==> config.mk <==
export PLATFORM = sky130hd
export DESIGN_NAME = axi4_rd_burst_scheduler
export DESIGN_NICKNAME = d
export VERILOG_FILES = /design/src/rtl/axi4_rd_burst_scheduler.sv
export SDC_FILE = /design/constraint.sdc
export NUM_CORES = 1
export LEC_CHECK = 0
export CAP_MARGIN = 20
export CORE_AREA = 2 2 132 166
export CTS_BUF_LIST = sky130_fd_sc_hd__clkbuf_4
export CTS_CLUSTER_SIZE = 40
export DETAILED_ROUTE_END_ITERATION = 6
export DIE_AREA = 0 0 134 168
export GPL_ROUTABILITY_DRIVEN = 0
export PLACE_DENSITY = 0.72
export SETUP_SLACK_MARGIN = 0.4
export SLEW_MARGIN = 25
export SYNTH_ARGS = -nofsm -noshare
export SYNTH_HDL_FRONTEND = slang
export SYNTH_SLANG_ARGS = --single-unit
==> constraint.sdc <==
create_clock -name clk -period 14.4 [get_ports clk]
set_input_delay 2.88 -clock clk [delete_from_list [all_inputs] [get_ports clk]]
set_output_delay 2.88 -clock clk [all_outputs]
set_load 0.05 [all_outputs]
==> src/rtl/axi4_rd_burst_scheduler.sv <==
// Splits a byte-length read transfer into AXI4 INCR bursts that respect MAX_LEN_P
// and never cross a 4 KB page. Assumes ADDR_WIDTH_P >= 12.
module axi4_rd_burst_scheduler #(
  parameter int unsigned ID_WIDTH_P   = 4,
  parameter int unsigned ADDR_WIDTH_P = 32,
  parameter int unsigned DATA_WIDTH_P = 32,
  parameter int unsigned MAX_LEN_P    = 256
) (
  input  logic                    clk,
  input  logic                    rst,
  input  logic                    cmd_valid,
  output logic                    cmd_ready,
  input  logic [ADDR_WIDTH_P-1:0] cmd_addr,
  input  logic [31:0]             cmd_bytes,
  input  logic [ID_WIDTH_P-1:0]   cmd_id,
  output logic                    arvalid,
  input  logic                    arready,
  output logic [ADDR_WIDTH_P-1:0] araddr,
  output logic [7:0]              arlen,
  output logic [2:0]              arsize,
  output logic [1:0]              arburst,
  output logic [ID_WIDTH_P-1:0]   arid,
  output logic                    busy,
  output logic                    done
);

  localparam int unsigned BeatBytes = DATA_WIDTH_P / 8;
  localparam int unsigned SizeLog   = $clog2(BeatBytes);

  typedef enum logic [1:0] {StIdle, StCalc, StIssue, StDone} state_e;

  state_e state_q, state_d;

  logic [ADDR_WIDTH_P-1:0] addr_q;
  logic [32:0]             remaining_q;
  logic [32:0]             beats_q;
  logic [ID_WIDTH_P-1:0]   id_q;

  logic [ADDR_WIDTH_P-1:0] araddr_q;
  logic [7:0]              arlen_q;
  logic [2:0]              arsize_q;
  logic [1:0]              arburst_q;
  logic [ID_WIDTH_P-1:0]   arid_q;

  logic [ADDR_WIDTH_P-1:0] addr_aligned;
  logic [32:0]             cmd_beats;
  logic [12:0]             page_beats;
  logic [32:0]             beats_d;
  logic [32:0]             rem_after;
  logic [ADDR_WIDTH_P-1:0] addr_step;

  // 33-bit sum so cmd_bytes near 2^32 cannot overflow the round-up.
  assign cmd_beats    = ({1'b0, cmd_bytes} + 33'(BeatBytes - 1)) >> SizeLog;
  assign addr_aligned = cmd_addr & ~ADDR_WIDTH_P'(BeatBytes - 1);
  assign page_beats   = (13'd4096 - {1'b0, addr_q[11:0]}) >> SizeLog;
  assign rem_after    = remaining_q - beats_q;
  assign addr_step    = ADDR_WIDTH_P'(beats_q) << SizeLog;

  always_comb begin
    beats_d = remaining_q;
    if (beats_d > 33'(MAX_LEN_P)) begin
      beats_d = 33'(MAX_LEN_P);
    end
    if (beats_d > 33'(page_beats)) begin
      beats_d = 33'(page_beats);
    end
  end

  always_ff @(posedge clk or posedge rst) begin
    if (rst) begin
      state_q <= StIdle;
    end else begin
      state_q <= state_d;
    end
  end

  always_comb begin
    state_d   = state_q;
    cmd_ready = 1'b0;
    arvalid   = 1'b0;
    busy      = 1'b1;
    done      = 1'b0;
    case (state_q)
      StIdle: begin
        cmd_ready = 1'b1;
        busy      = 1'b0;
        if (cmd_valid) begin
          state_d = StCalc;
        end
      end
      StCalc: begin
        state_d = (remaining_q == 33'd0) ? StDone : StIssue;
      end
      StIssue: begin
        arvalid = 1'b1;
        if (arready) begin
          state_d = (rem_after == 33'd0) ? StDone : StCalc;
        end
      end
      StDone: begin
        done    = 1'b1;
        state_d = StIdle;
      end
      default: begin
        state_d = StIdle;
      end
    endcase
  end

  always_ff @(posedge clk or posedge rst) begin
    if (rst) begin
      addr_q      <= '0;
      remaining_q <= '0;
      beats_q     <= '0;
      id_q        <= '0;
      araddr_q    <= '0;
      arlen_q     <= '0;
      arsize_q    <= '0;
      arburst_q   <= '0;
      arid_q      <= '0;
    end else begin
      case (state_q)
        StIdle: begin
          if (cmd_valid) begin
            addr_q      <= addr_aligned;
            remaining_q <= cmd_beats;
            id_q        <= cmd_id;
          end
        end
        StCalc: begin
          if (remaining_q != 33'd0) begin
            beats_q   <= beats_d;
            araddr_q  <= addr_q;
            arlen_q   <= 8'(beats_d - 33'd1);
            arsize_q  <= 3'(SizeLog);
            arburst_q <= 2'b01;
            arid_q    <= id_q;
          end
        end
        StIssue: begin
          if (arready) begin
            addr_q      <= addr_q + addr_step;
            remaining_q <= rem_after;
          end
        end
        default: begin
        end
      endcase
    end
  end

  assign araddr  = araddr_q;
  assign arlen   = arlen_q;
  assign arsize  = arsize_q;
  assign arburst = arburst_q;
  assign arid    = arid_q;

endmodule

==> metrics.cfg <==
[layout]
layout_commonest_cell=dfrtp_1
final_cell_mix=dfrtp_1 (145), nand2_1 (125), clkdlybuf4s50_1 (117)
final_net_count=1446
area_growth_pct=16.6
drive_gt1_share_pct=7.56
stdcell_count=1590

[synthesis]
yosys.area_share.xor_xnor_pct=7.40
synth_edf_count=0
synth.distinct_cells=68
synth_compound_area_share_pct=19.1
ys.warnings.count=0
synthSimpleGateAreaFrac_pct=18.7
async_flop_share_pct=100
synthAdderAreaFrac_pct=9.50
synthCells=1198
syn-cell-area_sq_um=10300
ys.flop_type=dfrtp_1
avgSynthCellArea_sq_um=8.59
ys_seq_area_share_pct=35.2
synthMuxAreaShare_pct=5.48
synth_top_family_by_area=compound AO/OA/AOI/OAI gates
synth_seq_cells=145

[setup_path]
crit_path_end=remaining_q[29]
cp_num_buf_inv=1
regToRegSetupSlack_ps=9890
crit_path_cell_trace=clkdlybuf4s50_1 > o2111a_1 > nand4_1 > and4bb_2 > and4_1 > and3_1 > and3_1 > xnor2_1 > nor2_1 > a21oi_1 > o21ai_1
slowest_delay_ps=530
slowest_stage=clkdlybuf4s50_1
crit_family=simple AND/OR/NAND/NOR gates
crit_type=in2reg
crit_top_cell=and3_1
reg2regPathDepth=16
start_kind=input port
rr_endpoint=arlen[6]
regToRegStartpoint=remaining_q[9]
endpoint_kind=flip-flop
crit_start=cmd_bytes[3]
worstPathArrival_ps=5730
cp.required_ps=14820
path_depth=11
crit_path_max_fanout=5

[route]
drc=0
routedWlPerCell_microns=16.4
firstDrtPassIters=7
routed_wl_microns=26100
drtAntennaViolNets=0
drt-initial-drc-count=474
vias_per_cell=5.69
via_count=9047

[clock_tree]
cts_made_buffers=17
cts_resized=0
cts_tree=done
clk_pin_slew_ps=120
clkSinkCount=145
insertion_delay_ps=570
cts_hold_buf=0
h-tree-depth=4
post-cts-setup-buffers=0
root_buffer=clkbuf_4
cts_buffer_depth=2

[floorplanning]
fp.dieW_microns=134
ioPinCount=125
initial_core_util_pct=48.8
rows=60
core_sq_um=21100
die_y_microns=168
die_area_sq_um=22500

[global_route]
gr-total-overflow=0
grtUsageTotal_pct=23.5
grt_max_degree=103
grt_pass1_vias=8852
grt_pass1_wl_microns=42600
antenna_found_initial=1

[sta]
finalCritPeriodShare_pct=36.9
tightest_slew_ps=956
fin_setup_tns_ps=0
final.min_clock_period_ps=5310
setup_viol=0
drv_slew=0
fin_hold_ws_ps=488
rsz0062_at_grt=false
skew_ps=21.0
hold_viol=0
slew_headroom_pct=36.3
fmax_mhz=188

[worst_hold_path]
hp-start=arlen[0]
hold_path.class=reg2reg

[pwr]
p_per_area_nw_per_um2=235
p_leak_uw=0.00534
peakVddDrop_uv=256

[place]
portBuffers=117
dp.cells=1557
dp_hpwl_microns=19400

[run_status]
run_status=complete, no violations

[job]
max-cap-violations=0

[through the flow]
step	total power, uW	instance area (sq um)	setup WS [ps]	utilization, %
2_1_floorplan	2050	10300	7630	-
3_3_place_gp	2490	11700	8510	55.4
3_5_place_dp	2530	11700	8420	55.4
4_1_cts	2820	12000	9020	56.9
5_1_grt	3050	12000	8850	56.9
6_report	2820	12000	9090	56.9
[state kept, by name (all words and copies together) (netlist names)]
signal       flops
state_q          2
addr_q          30
arlen            8
beats_q         33
arid             4
remaining_q     33
araddr          30
id_q             4
arsize           1
[cell type report]
| type | instances | area, sq um |
|---|---|---|
| multi-input cells | 943 | 6240 |
| inverters | 67 | 256 |
| clock inverters | 12 | 155 |
| fillers | 1954 | 9090 |
| well taps | 279 | 349 |
| diodes | 1 | 2.50 |
| repair buffers | 123 | 1220 |
| clock buffers | 20 | 150 |
| flip-flops and latches | 145 | 3630 |
[power breakdown]
| part | total [uW] | switching [uW] | leakage (uW) | internal [uW] |
|---|---|---|---|---|
| Combinational | 1800 | 1100 | 0.00337 | 703 |
| Clock | 286 | 158 | 0.000166 | 127 |
| Sequential | 731 | 162 | 0.00181 | 570 |
[cell usage after synthesis (3+ instances only)]
library cell / instances / share of area (%)
dfrtp_1: 145 / 35
nand2_1: 125 / 4.6
a21oi_1: 104 / 5.1
nor2_1: 104 / 3.8
ha_1: 75 / 9.1
inv_1: 66 / 2.4
o21ai_0: 59 / 2.9
xnor2_1: 47 / 4.0
mux2_2: 43 / 4.7
xor2_1: 40 / 3.4
clkbuf_1: 37 / 1.3
and2_1: 34 / 2.1
nand3_1: 31 / 1.5
o21ai_1: 31 / 1.5
a21o_1: 28 / 2.0
nand4_1: 20 / 1.2
nand2b_1: 16 / 0.97
nor3_1: 15 / 0.73
and3_1: 14 / 0.85
nor4_1: 14 / 0.85
a31oi_1: 12 / 0.73
nor2b_1: 9 / 0.55
mux2i_1: 8 / 0.78
o21a_1: 8 / 0.58
a211oi_1: 7 / 0.51
buf_1: 6 / 0.22
buf_4: 6 / 0.44
o211ai_1: 6 / 0.44
o21bai_1: 6 / 0.44
a31o_2: 5 / 0.43
a221oi_1: 4 / 0.34
and4_1: 4 / 0.34
o22ai_1: 4 / 0.24
a211o_1: 3 / 0.26
a22o_1: 3 / 0.26
a22oi_1: 3 / 0.22
nor4b_1: 3 / 0.26
o2111ai_1: 3 / 0.26
o31a_1: 3 / 0.26
o31ai_1: 3 / 0.22
o32ai_1: 3 / 0.26
or3_1: 3 / 0.18
[how the worst min path moves through the flow]
stage,endpoint,slack (ps),cells after the start
final,arlen[0],490,2
after global routing,arlen[5],520,2
after CTS,arlen[0],490,2
after detailed placement,arlen[0],470,2
after global placement,araddr[2],460,2
after floorplan,beats_q[30],450,1
[worst min-delay path, delay by kind of cell (launching register included)]
family,cells,cell delay [ps]
AND/OR/NAND/NOR,2,100
flip-flops,1,360
[metal layers]
metal / track usage (%) / routed length, microns / vias up
met1: 27.3 / 10400 / 4284
met5: 0 / 0 / -
li1: - / - / 4443
met2: 42.7 / 13400 / 249
met3: 3.58 / 1140 / 71
met4: 10.2 / 1080 / 0
[logic make-up (layout without fill, tap and decap cells)]
family                   after synthesis  in the layout
flip-flops                           145            145
AO/OA/AOI/OAI                        318            318
XOR/XNOR                              87             87
adder cells (fa/ha/maj)               77             77
AND/OR/NAND/NOR                      403            403
buffers and inverters                116            222
other                                  1              8
multiplexers                          51             51
Power figures use the tool's default switching activity.
